$ cat config.mk
export PLATFORM = sky130hd
export DESIGN_NAME = mux_arbiter_component_flat
export DESIGN_NICKNAME = d
export VERILOG_FILES = /design/src/rtl/processor_pkg.sv /design/src/rtl/mux_arbiter_component_if.sv /design/src/rtl/mux_arbiter_component_rr_arbiter.sv /design/src/rtl/mux_arbiter_component.sv /design/src/flat_wrapper.sv
export SDC_FILE = /design/constraint.sdc
export NUM_CORES = 1
export LEC_CHECK = 0
export ABC_AREA = 1
export CORE_UTILIZATION = 35
export DETAILED_ROUTE_END_ITERATION = 8
export GPL_TIMING_DRIVEN = 0
export PLACE_DENSITY = 0.86
export SLEW_MARGIN = 20
export SYNTH_ARGS = -nofsm -noshare
export SYNTH_HDL_FRONTEND = slang
export SYNTH_HIERARCHICAL = 1
export SYNTH_SLANG_ARGS = --single-unit
$ cat constraint.sdc
create_clock -name clk -period 3.23 [get_ports clk]
set_input_delay 0.969 -clock clk [delete_from_list [all_inputs] [get_ports clk]]
set_output_delay 0.969 -clock clk [all_outputs]
set_load 0.02 [all_outputs]
$ cat src/rtl/processor_pkg.sv
// processor_pkg
// Shared definitions for the datapath muxing slice.
//   WORD_WIDTH     default datapath word width
//   MODE_SELECT    mode encoding for explicit op-driven selection
//   MODE_RR        mode encoding for round-robin arbitration
//   outState_t     output register occupancy (EMPTY / FULL)
//   nextIndex()    increments a channel index, wrapping modulo the channel count
package processor_pkg;

   localparam int WORD_WIDTH = 16;

   localparam logic MODE_SELECT = 1'b0;
   localparam logic MODE_RR     = 1'b1;

   typedef enum logic {
      StEmpty = 1'b0,
      StFull  = 1'b1
   } outState_t;

   // Channel after idx, so the last channel wraps back to channel 0.
   function automatic int nextIndex(input int idx, input int n);
      return (idx + 1) % n;
   endfunction

endpackage

$ cat src/rtl/mux_arbiter_component_if.sv
// mux_arbiter_component_if
// Bundles the multi-channel producer side and the single consumer side of
// the arbitrating mux.
//   in_data    packed channel words, channel i at [i*WIDTH +: WIDTH]
//   in_valid   per-channel request
//   in_ready   per-channel accept, one-hot or zero
//   op         explicit channel select
//   mode       0 = select, 1 = round-robin
//   out_data   registered output word
//   out_src    channel index that supplied out_data
//   out_valid  output register holds a word
//   out_ready  consumer accepts the word
// Modports: slave = the mux itself, master = the surrounding producers/consumer.
import processor_pkg::*;

interface mux_arbiter_component_if #(
   parameter int WIDTH  = WORD_WIDTH,
   parameter int NUM_IN = 4,
   parameter int SEL_W  = $clog2(NUM_IN)
);

   logic [NUM_IN*WIDTH-1:0] in_data;
   logic [NUM_IN-1:0]       in_valid;
   logic [NUM_IN-1:0]       in_ready;
   logic [SEL_W-1:0]        op;
   logic                    mode;
   logic [WIDTH-1:0]        out_data;
   logic [SEL_W-1:0]        out_src;
   logic                    out_valid;
   logic                    out_ready;

   modport slave (
      input  in_data, in_valid, op, mode, out_ready,
      output in_ready, out_data, out_src, out_valid
   );

   modport master (
      output in_data, in_valid, op, mode, out_ready,
      input  in_ready, out_data, out_src, out_valid
   );

endinterface

$ cat src/rtl/mux_arbiter_component_rr_arbiter.sv
// rr_arbiter
// Purely combinational round-robin picker. The pointer register lives in
// the parent; this block only scans.
//   req         request vector, one bit per channel
//   ptr         channel with highest priority this cycle
//   grant       index of the first requester at or after ptr (wrapping)
//   grantValid  at least one channel is requesting
import processor_pkg::*;

module rr_arbiter #(
   parameter int NUM_IN = 4,
   parameter int SEL_W  = $clog2(NUM_IN)
) (
   input  logic [NUM_IN-1:0] req,
   input  logic [SEL_W-1:0]  ptr,
   output logic [SEL_W-1:0]  grant,
   output logic              grantValid
);

   int scanIdx;

   // Walk the offsets from farthest to nearest so that the requester
   // closest to ptr is the last one written and therefore wins.
   always_comb begin
      grant      = '0;
      grantValid = 1'b0;
      scanIdx    = 0;
      for (int k = NUM_IN - 1; k >= 0; k--) begin
         scanIdx = (int'(ptr) + k) % NUM_IN;
         if (req[SEL_W'(scanIdx)]) begin
            grant      = SEL_W'(scanIdx);
            grantValid = 1'b1;
         end
      end
   end

endmodule

$ cat src/rtl/mux_arbiter_component.sv
// mux_arbiter_component
// Selects one of NUM_IN word-wide sources into a single registered output
// stage with valid/ready handshaking, either by explicit op select or by
// round-robin arbitration among requesting channels.
//   clk     rising-edge clock
//   reset   synchronous, active-high reset
//   bus     mux_arbiter_component_if.slave (channel inputs, op/mode,
//           registered output word, source index and handshakes)
// Build option: define MUX_ARB_ROUND_ROBIN_EN to build round-robin mode and
// its pointer register. Without it, mode is ignored and op always selects.
import processor_pkg::*;

module mux_arbiter_component #(
   parameter int WIDTH  = WORD_WIDTH,
   parameter int NUM_IN = 4,
   parameter int SEL_W  = $clog2(NUM_IN)
) (
   input logic                   clk,
   input logic                   reset,
   mux_arbiter_component_if.slave bus
);

   outState_t        state;
   logic [WIDTH-1:0] dataReg;
   logic [SEL_W-1:0] srcReg;
   logic             canLoad;
   logic             selValid;
   logic             grantValid;
   logic [SEL_W-1:0] grantIdx;
   logic             transfer;
   logic [WIDTH-1:0] selData;

   // The output register can take a new word when it is empty, or when the
   // consumer drains it in this same cycle.
   assign canLoad  = (state == StEmpty) || bus.out_ready;
   assign selValid = (int'(bus.op) < NUM_IN) && bus.in_valid[bus.op];
   assign transfer = !reset && canLoad && grantValid;

`ifdef MUX_ARB_ROUND_ROBIN_EN
   logic [SEL_W-1:0] rrPtr;
   logic [SEL_W-1:0] rrGrant;
   logic             rrGrantValid;

   rr_arbiter #(
      .NUM_IN (NUM_IN),
      .SEL_W  (SEL_W)
   ) u_rr_arbiter (
      .req        (bus.in_valid),
      .ptr        (rrPtr),
      .grant      (rrGrant),
      .grantValid (rrGrantValid)
   );

   // Mode picks whose grant is used; a held word is unaffected because
   // the grant only matters when the register can load.
   always_comb begin
      grantIdx   = bus.op;
      grantValid = selValid;
      if (bus.mode == MODE_RR) begin
         grantIdx   = rrGrant;
         grantValid = rrGrantValid;
      end
   end

   // The pointer moves past the winner only on round-robin transfers, so
   // select-mode traffic does not disturb the fairness rotation.
   always_ff @(posedge clk) begin
      if (reset) begin
         rrPtr <= '0;
      end else if (transfer && bus.mode == MODE_RR) begin
         rrPtr <= SEL_W'(nextIndex(int'(grantIdx), NUM_IN));
      end
   end
`else
   logic unusedMode;

   // Without round-robin support the explicit select is the only source of
   // grants and mode is deliberately left unconnected.
   always_comb begin
      grantIdx   = bus.op;
      grantValid = selValid;
   end

   assign unusedMode = bus.mode;
`endif

   // Only the granted channel sees ready, and only when the register can
   // actually take its word; reset forces every ready low.
   always_comb begin
      bus.in_ready = '0;
      if (transfer) begin
         bus.in_ready[grantIdx] = 1'b1;
      end
   end

   // Pull the granted channel's word out of the packed input bus.
   always_comb begin
      selData = '0;
      for (int i = 0; i < NUM_IN; i++) begin
         if (grantIdx == SEL_W'(i)) begin
            selData = bus.in_data[i*WIDTH +: WIDTH];
         end
      end
   end

   // Two-state output register: a transfer always fills it (even while
   // draining), a drain with nothing behind it empties it, and data/source
   // hold their last values once the word has gone.
   always_ff @(posedge clk) begin
      if (reset) begin
         state   <= StEmpty;
         dataReg <= '0;
         srcReg  <= '0;
      end else if (transfer) begin
         state   <= StFull;
         dataReg <= selData;
         srcReg  <= grantIdx;
      end else if (bus.out_ready) begin
         state   <= StEmpty;
      end
   end

   assign bus.out_valid = (state == StFull);
   assign bus.out_data  = dataReg;
   assign bus.out_src   = srcReg;

endmodule

$ cat src/flat_wrapper.sv
// flat-port wrapper written by rule: the top's interface ports become plain ports
module mux_arbiter_component_flat 
#(
   parameter int WIDTH  = WORD_WIDTH,
   parameter int NUM_IN = 4,
   parameter int SEL_W  = $clog2(NUM_IN)
)
  (clk, reset, bus_in_data, bus_in_valid, bus_op, bus_mode, bus_out_ready, bus_in_ready, bus_out_data, bus_out_src, bus_out_valid);
  mux_arbiter_component_if #(.WIDTH(WIDTH), .NUM_IN(NUM_IN), .SEL_W(SEL_W)) bus_i ();
  input logic clk;
  input logic reset;
  input wire logic [$bits(bus_i.in_data)-1:0] bus_in_data;
  input wire logic [$bits(bus_i.in_valid)-1:0] bus_in_valid;
  input wire logic [$bits(bus_i.op)-1:0] bus_op;
  input wire logic [$bits(bus_i.mode)-1:0] bus_mode;
  input wire logic [$bits(bus_i.out_ready)-1:0] bus_out_ready;
  output wire logic [$bits(bus_i.in_ready)-1:0] bus_in_ready;
  output wire logic [$bits(bus_i.out_data)-1:0] bus_out_data;
  output wire logic [$bits(bus_i.out_src)-1:0] bus_out_src;
  output wire logic [$bits(bus_i.out_valid)-1:0] bus_out_valid;
  assign bus_i.in_data = bus_in_data;
  assign bus_i.in_valid = bus_in_valid;
  assign bus_i.op = bus_op;
  assign bus_i.mode = bus_mode;
  assign bus_i.out_ready = bus_out_ready;
  assign bus_in_ready = bus_i.in_ready;
  assign bus_out_data = bus_i.out_data;
  assign bus_out_src = bus_i.out_src;
  assign bus_out_valid = bus_i.out_valid;
  mux_arbiter_component #(.WIDTH(WIDTH), .NUM_IN(NUM_IN), .SEL_W(SEL_W)) u_core (.clk(clk), .reset(reset), .bus(bus_i));
endmodule
Yosys cells after proc, flatten, opt, wreduce, memory -nomap -nowiden
Index checks and enable logic that the tools add are counted.
{"block": "classes", "n_reduce_logical": 7, "order_cmp": 2, "bitwise_logic": 1, "n_eq_ne": 3, "muxes": 11}
{"operator": "16-bit 2-to-1 mux", "count": 4}
{"operator": "2-bit equality test, second input constant", "count": 2}
{"operator": "1-bit 2-to-1 mux", "count": 4}
{"operator": "4-bit 2-to-1 mux", "count": 1}
{"operator": "1-bit logical AND", "count": 3}
{"operator": "2-bit by 3-bit < comparator with 1-bit output, second input constant", "count": 1}
{"operator": "1-bit binary-select mux with 2-bit select", "count": 1}
{"operator": "1-bit demux with 2-bit select", "count": 1}
{"operator": "2-bit by 1-bit equality test with 1-bit output, second input constant", "count": 1}
{"operator": "2-bit by 1-bit greater-or-equal comparator with 1-bit output, second input constant", "count": 1}
{"operator": "2-bit zero test", "count": 1}
{"operator": "2-bit nonzero test", "count": 1}
{"operator": "1-bit zero test", "count": 1}
{"operator": "1-bit logical OR", "count": 1}
{"operator": "1-bit inverter", "count": 1}
{"block": "totals", "ff_bits": 19, "in_bits": 74, "output_inout_bits": 23, "elab_cells": 27}

Longest topological paths before layout
{"block": "logic_depth", "depth_word": 5, "mapped_depth": 11, "depth_no_buf": 9}

Worst setup path before layout
OpenSTA, ideal clock, no wires.
{"block": "synth_timing", "path_kind": "input-to-output", "start": "input bus_op[0]", "end": "output bus_in_ready[3]", "path_slack_ns": 0.338, "n_path_buf": 2, "t_arrival_ns": 1.923, "cell_stages": 9, "cell_sequence": "buf_6 -> inv_4 -> nand2_1 -> nand2_1 -> nand2_1 -> nand2_2 -> nand2_4 -> buf_4 -> nor2_1"}
{"block": "synth_between", "elab_chain_cells": 5, "elab_cells_between_ends": 9}
{"element": "from (decl)", "line": "flat_wrapper.sv:14", "rtl": "input wire logic [$bits(bus_i.op)-1:0] bus_op;"}
{"element": "2-bit by 3-bit < comparator with 1-bit output (not written as such) / 2-bit by 1-bit greater-or-equal comparator with 1-bit output (equally long branches)", "line": "mux_arbiter_component.sv:92", "rtl": "bus.in_ready[grantIdx] = 1'b1;"}
{"element": "1-bit logical AND (not written as such)", "line": "mux_arbiter_component.sv:92"}
{"element": "1-bit 2-to-1 mux (not written as such)", "line": "mux_arbiter_component.sv:92"}
{"element": "1-bit demux with 2-bit select"}
{"element": "4-bit 2-to-1 mux *", "line": "mux_arbiter_component.sv:91", "rtl": "if (transfer) begin"}
{"element": "to (decl)", "line": "flat_wrapper.sv:17", "rtl": "output wire logic [$bits(bus_i.in_ready)-1:0] bus_in_ready;"}
Mark *: on every way between the ends. The rest lies on a longest branch, timed or not. The select of a mux whose other input is x is not followed.

Worst setup path after layout
{"block": "layout_timing", "start": "input bus_in_valid[1]", "end": "output bus_in_ready[0]"}
{"block": "layout_between", "elab_chain_cells": 4}
{"element": "from (decl)", "line": "flat_wrapper.sv:13", "rtl": "input wire logic [$bits(bus_i.in_valid)-1:0] bus_in_valid;"}
{"element": "1-bit binary-select mux with 2-bit select", "line": "mux_arbiter_component.sv:36", "rtl": "assign selValid = (int'(bus.op) < NUM_IN) && bus.in_valid[bus.op];"}
{"element": "1-bit 2-to-1 mux (not written as such)", "line": "mux_arbiter_component.sv:36"}
{"element": "1-bit logical AND", "line": "mux_arbiter_component.sv:37", "rtl": "assign transfer = !reset && canLoad && grantValid;"}
{"element": "4-bit 2-to-1 mux", "line": "mux_arbiter_component.sv:91"}
Every way passes these cells. The select of a mux whose other input is x is not followed.

==> reports/metrics.csv <==
metric;value;unit
power.density;292;nW/µm²
status;finished clean;
syn_area;1180;µm²
slew_violations;0;
grt_pass1_wl;6380;µm
first_pass_iters;5;
nNetsFinal;366;
core;3130;µm²
portBuffers;93;
die_area;3610;µm²
hold_viol_final;0;
routedWlPerCell;11.6;µm
place_inst;332;
p_leak;0.957;nW
fin_total_pwr;0.636;mW
placed_area;2170;µm²
drive_above_1_share;8.93;%
place.gp.congestion;0.823;
detail-route-antenna-nets;0;
cpMaxStageDelayCell;clkdlybuf4s50_1;
clock_path_buffers;2;
drc;0;
dp_slack;-0.508;ns
vias;1547;
critical_path_arrival;2.15;ns
initialDrtViolationCount;68;
rsz0062_at_grt;false;
hpwl;3230;µm
cpPeakStageDelay;0.45;ns
synth.top_cell.area_share;34.0;%
cts.sinks;19;
crit_chain;clkdlybuf4s50_1 > nand2_1 > nand2_1 > nand2_1 > nand2_2 > nand2_4 > nor3_2 > buf_4;
clk_pin_slew_worst_paths;0.10;ns
area_delta_synth_final;84.3;%
antenna_cells;0;
synth.distinct_cells;19;
antenna_found_initial;0;
fmax;321;MHz
relSlewSlack;70.5;%
worst_ep_required_time;2.26;ns
post_cts_buffers;0;
skew;0.00805;ns
fp-row-count;20;
ys_seq_area_share;32.2;%
final_area;2180;µm²
setup_viol;0;
hp-class;register to register;
finalCriticalPeriod;3.11;ns
cp_num_buf_inv;2;
grt_pass1_vias;1466;
routed_via_density;4.62;
die_y;60.1;µm
endpoint_kind;output port;
finalNonFillerCells;335;
path_delay_family;buffers and inverters;
grt-ovfl-total;0;
crit_fanout;14;
setup_slack;0.116;ns
grt_max_degree;12;
synth.area.top_cells;nand2_1 34%, dfxtp_1 32%, nand4_1 8.5%;
start_util;37.8;%
yosysTopAreaCell;nand2_1;
tightest_slew;0.443;ns
cts-root-buf;clkbuf_4;
cts_hold_buffers;0;
wl;3870;µm
fin_crit_sh;96.4;%
post_synth.cell_area_avg;6.06;µm²
numCtsBuffers;3;
clkLatencyLatePin;0.29;ns
yosysWarnings;6;
cpMostUsedCell;nand2_1;
max_cap_violations;0;
htreeDepth;1;
path_class;primary input to output port;
synth_nets;269;
pin_count;97;
die_w;60.1;µm
cts_tree;done;
syn_inst;195;
track_usage;23.4;%
cp-start-kind;primary input;
synth_seq_cells;19;
max-vdd-ir-drop;130;µV
power breakdown:
group	internal [mW]	total, mW	leakage [nW]	switching [mW]
combinational	0.142	0.253	0.783	0.112
sequential	0.254	0.264	0.156	0.00951
clock	0.0460	0.119	0.0177	0.0732
kinds of logic after synthesis:
| group | count (synthesis) | synth area share (%) |
|---|---|---|
| DFF | 19 | 32.2 |
| buffers and inverters | 19 | 9.22 |
| and+or+nand+nor | 154 | 57.3 |
| AOI/OAI and AO/OA | 3 | 1.27 |
cell usage in the layout (no fill, tap or decap), drive strengths merged:
cell type and n:
nand2 109, clkdlybuf4s50 89, dfxtp 19, nand3 16
nand4 16, nor2 12, buf 11, inv 8
clkbuf 5, a21oi 2, clkinv 2, nor3 1
o21ai 1
repair_timing:
action,CTS,global route
pin swaps,0,1
endpoints found under the setup margin,4,4
gates resized for setup,12,5
through the flow:
stage	TNS [ns]	util [%]	hold WS, ns
finish	0	69.6	0.467
global route	0	69.6	0.486
CTS	0	70.0	0.469
detailed placement	-1.66	69.3	0.455
global placement	-1.65	69.3	0.448
floorplan	0	-	0.530
synthesized netlist by cell type:
cell type	n
buf_6	3
nand4_1	16
nand2_4	1
clkinv_1	1
buf_1	1
inv_1	5
nor2_1	9
nand3_1	16
buf_4	2
inv_4	1
a21oi_1	2
dfxtp_1	19
nand2_2	1
nor3_2	1
o21ai_0	1
inv_2	2
nor2_4	3
buf_2	4
nand2_1	107
sequential cells by signal, indices dropped and copies added, names as in the netlist:
register and cells:
u_core/bus.out_valid 1, u_core/bus.out_data 16, u_core/bus.out_src 2
layout make-up:
class,count,area [µm²]
tap,44,55.1
clock buffer,3,22.5
clock inverter,1,5.00
sequential,19,380
buffer,9,65.1
multi-input combinational,157,699
fill,281,951
inverter,9,36.3
timing repair buffer,93,913
tightest hold or removal path, stage by stage, from the launching register on:
cell and delay, ns:
dfxtp_1 0.32, nand3_1 0.07, nand2_1 0.04
path summary, 6_finish.rpt:
path	cells past startpoint	startpoint	slack, ns	to
setup reg to reg	8	u_core/bus.out_valid	1.96	u_core/bus.out_data[10]
hold / removal	2	u_core/bus.out_data[8]	0.47	u_core/bus.out_data[8]
setup / recovery	8	bus_in_valid[1]	0.12	bus_in_ready[0]
hold reg to reg	2	u_core/bus.out_data[8]	0.47	u_core/bus.out_data[8]
layer usage:
layer | part of all wire [%] | track usage, %
met5 | 0 | 0
met4 | 0.49 | 10.6
met3 | 3.5 | 2.16
met2 | 50 | 38.4
met1 | 46 | 30.9
Power figures use the tool's default switching activity.
==> variant (config.mk and constraints unchanged) <==
The option `MUX_ARB_ROUND_ROBIN_EN` is turned on by a define.
--- a/src/rtl/mux_arbiter_component.sv
+++ b/src/rtl/mux_arbiter_component.sv
@@ -8,6 +8,8 @@
 //           registered output word, source index and handshakes)
 // Build option: define MUX_ARB_ROUND_ROBIN_EN to build round-robin mode and
 // its pointer register. Without it, mode is ignored and op always selects.
+`define MUX_ARB_ROUND_ROBIN_EN
+
 import processor_pkg::*;
 
 module mux_arbiter_component #(
Behaviour: not the same (a bounded check fails within 4 cycles, from zero or initial values and one cycle with reset high).
==> variant against the unedited design <==
Count of clock-buffer cells in the layout unchanged; largest cell class is now multi-input gates; the flow now finishes with violations (setup timing); area after synthesis up 55%; sequential cell count increased by 2; die area up 53%; cell area grew 51%; setup slack got worse by 410 ps; highest routed layer unchanged; largest power group is now combinational logic; wire length grew 77%; total power grew 79%.
==> variant: results (changes against the unedited design) <==
Setup path
  • Worst R2R Setup Slack: 230 ps (was 1960 ps)
  • Critical Path Fanout Max: 4 (was 14)
  • CP max stage delay: 230 ps (was 450 ps)
  • Slowest stage cell on the critical path: or2_4 (was clkdlybuf4s50_1)
  • Crit path max-delay family: simple AND/OR/NAND/NOR gates (was buffers and inverters)
  • Cells on worst reg2reg path: 24 (was 8)
  • Worst reg2reg path startpoint: u_core/rrPtr[1] (was u_core/bus.out_valid)
  • Data arrival, critical path: 2550 ps (was 2150 ps)
  • Reg-to-Reg End: u_core/bus.out_data[14] (was u_core/bus.out_data[10])

Worst hold path
  • Worst Hold Path EP: u_core/rrPtr[0] (was u_core/bus.out_data[8])
  • HP Start: u_core/rrPtr[0] (was u_core/bus.out_data[8])

Layout
  • Fin nets: 521 (was 366)
  • Final std cells w/o fill: 509 (was 335)
  • Max reg flops: 16 (unchanged)
  • Fillers: 421 (was 281)
  • Share of cells above drive strength 1: 21.95% (was 8.935%)

Clock tree
  • Clk slew on worst S/H paths: 80 ps (was 100 ps)
  • Clk_lat worst skew: 270 ps (was 290 ps)
  • H-tree Lvls: 1 (unchanged)
  • Longest Clk Path Bufs: 2 (unchanged)
  • Root Buffer: clkbuf_8 (was clkbuf_4)

Place
  • IO buf count: 96 (was 93)
  • Place WS: -1456 ps (was -508.2 ps)
  • DP Cell Count: 489 (was 332)
  • Post-detail-place hpwl: 4.808 mm (was 3.229 mm)
  • Placed Area: 0.002977 mm2 (was 0.002167 mm2)
  • Gpl congestion: 0.8721 (was 0.8234)

Synthesis
  • Yosys cell types: 26 (was 19)
  • Sequential element share of the synthesized area: 22.98% (was 32.20%)
  • Top cells by count, synth: nand2_1 (122), nor2_1 (41), inv_1 (32) (was nand2_1 (107), dfxtp_1 (19), nand3_1 (16), nand4_1 (16), nor2_1 (9))
  • Top post-synthesis cells by area: nand2_1 (25%), dfxtp_1 (23%), nor2_1 (8.4%), nand3_1 (7.4%), inv_1 (6.6%) (was nand2_1 (34%), dfxtp_1 (32%), nand4_1 (8.5%), nand3_1 (6.8%), nor2_1 (2.9%))
  • Synth Instances: 326 (was 195)
  • Synthesized net count: 404 (was 269)

Global route
  • Pin count of the biggest net entering global routing: 18 (was 12)
  • First-pass GRT wire length: 10.27 mm (was 6.382 mm)
  • Number of global-route vias before repair: 2386 (was 1466)
  • All-Layer GR Usage: 24.35% (was 23.45%)

STA
  • TNS Setup: -1101 ps (was 0 ps)
  • Final Worst Setup Slack: -293.6 ps (was 116.0 ps)
  • Setup Viol. Count Final: 9 (was 0)
  • Worst slew margin: 68.84% (was 70.46%)
  • Fin Clk Skew: 3.505 ps (was 8.051 ps)

Run status
  • Status: finished, violations left (was completed)
  • Failing checks: setup timing

Detailed routing
  • DR iter-0 viols: 134 (was 68)
  • Pre-antenna DRT Iters: 4 (was 5)
  • Number of vias in the routed layout: 2458 (was 1547)
  • Final WL: 6.837 mm (was 3.870 mm)

Pwr
  • Peak supply drop: 178.9 uV (was 130.3 uV)
  • Leak: 1.538 nW (was 0.9569 nW)
[variant: area by class of cell]
cell class                 count  share of cell area [%]
clock buffer                   3                   1.253
sequential                    21                   12.76
buffer                         8                   1.936
multi-input combinational    251                   39.86
clock inverter                 1                  0.1519
timing repair buffer         118                   35.73
inverter                      40                   5.771
tap                           67                   2.544
[variant: power by group]
group	internal (mW)	switching [mW]	leakage, nW	total (mW)
combinational	0.321	0.338	1.34	0.659
sequential	0.286	0.0158	0.174	0.302
clock	0.0862	0.0920	0.0255	0.178
[variant: per-stage QoR]
step                      util (%)  hold WS, ps
after floorplan                  -        450.6
after global placement       61.00        467.1
after detailed placement     61.00        480.0
after CTS                    66.46        492.3
after global routing         67.54        528.1
final                        67.54        496.0
[variant: routing by layer]
metal	track usage [%]	up-vias	wire length (um)
li1	-	1221	-
met5	0	-	0
met2	47.58	118	3351
met4	7.757	0	142
met1	25.35	1106	2573
met3	5.827	13	770
[variant: how the worst max path moves through the flow]
stage | from | slack [ps] | endpoint
floorplan | bus_in_valid[0] | -120 | bus_in_ready[2]
global placement | bus_in_valid[0] | -1410 | bus_in_ready[2]
detailed placement | bus_in_valid[0] | -1460 | bus_in_ready[2]
CTS | bus_in_valid[0] | -320 | bus_in_ready[2]
global route | bus_in_valid[1] | -390 | bus_in_ready[1]
finish | bus_in_valid[1] | -290 | bus_in_ready[1]
[variant: timing repair]
| action | in CTS | in global routing |
|---|---|---|
| gates cloned | 0 | 1 |
| pin swaps | 10 | 12 |
| gates resized for setup | 74 | 15 |
| hold buffers | 0 | 0 |
| setup buffers | 17 | 6 |
| setup endpoints to repair | 20 | 20 |
[variant: logic make-up after synthesis]
family / after synthesis / synth area share [%]
fa+ha+maj: 4 / 2.736
flops: 21 / 22.98
buf+inv: 54 / 13.88
simple gates: 221 / 52.87
compound gates: 26 / 7.524
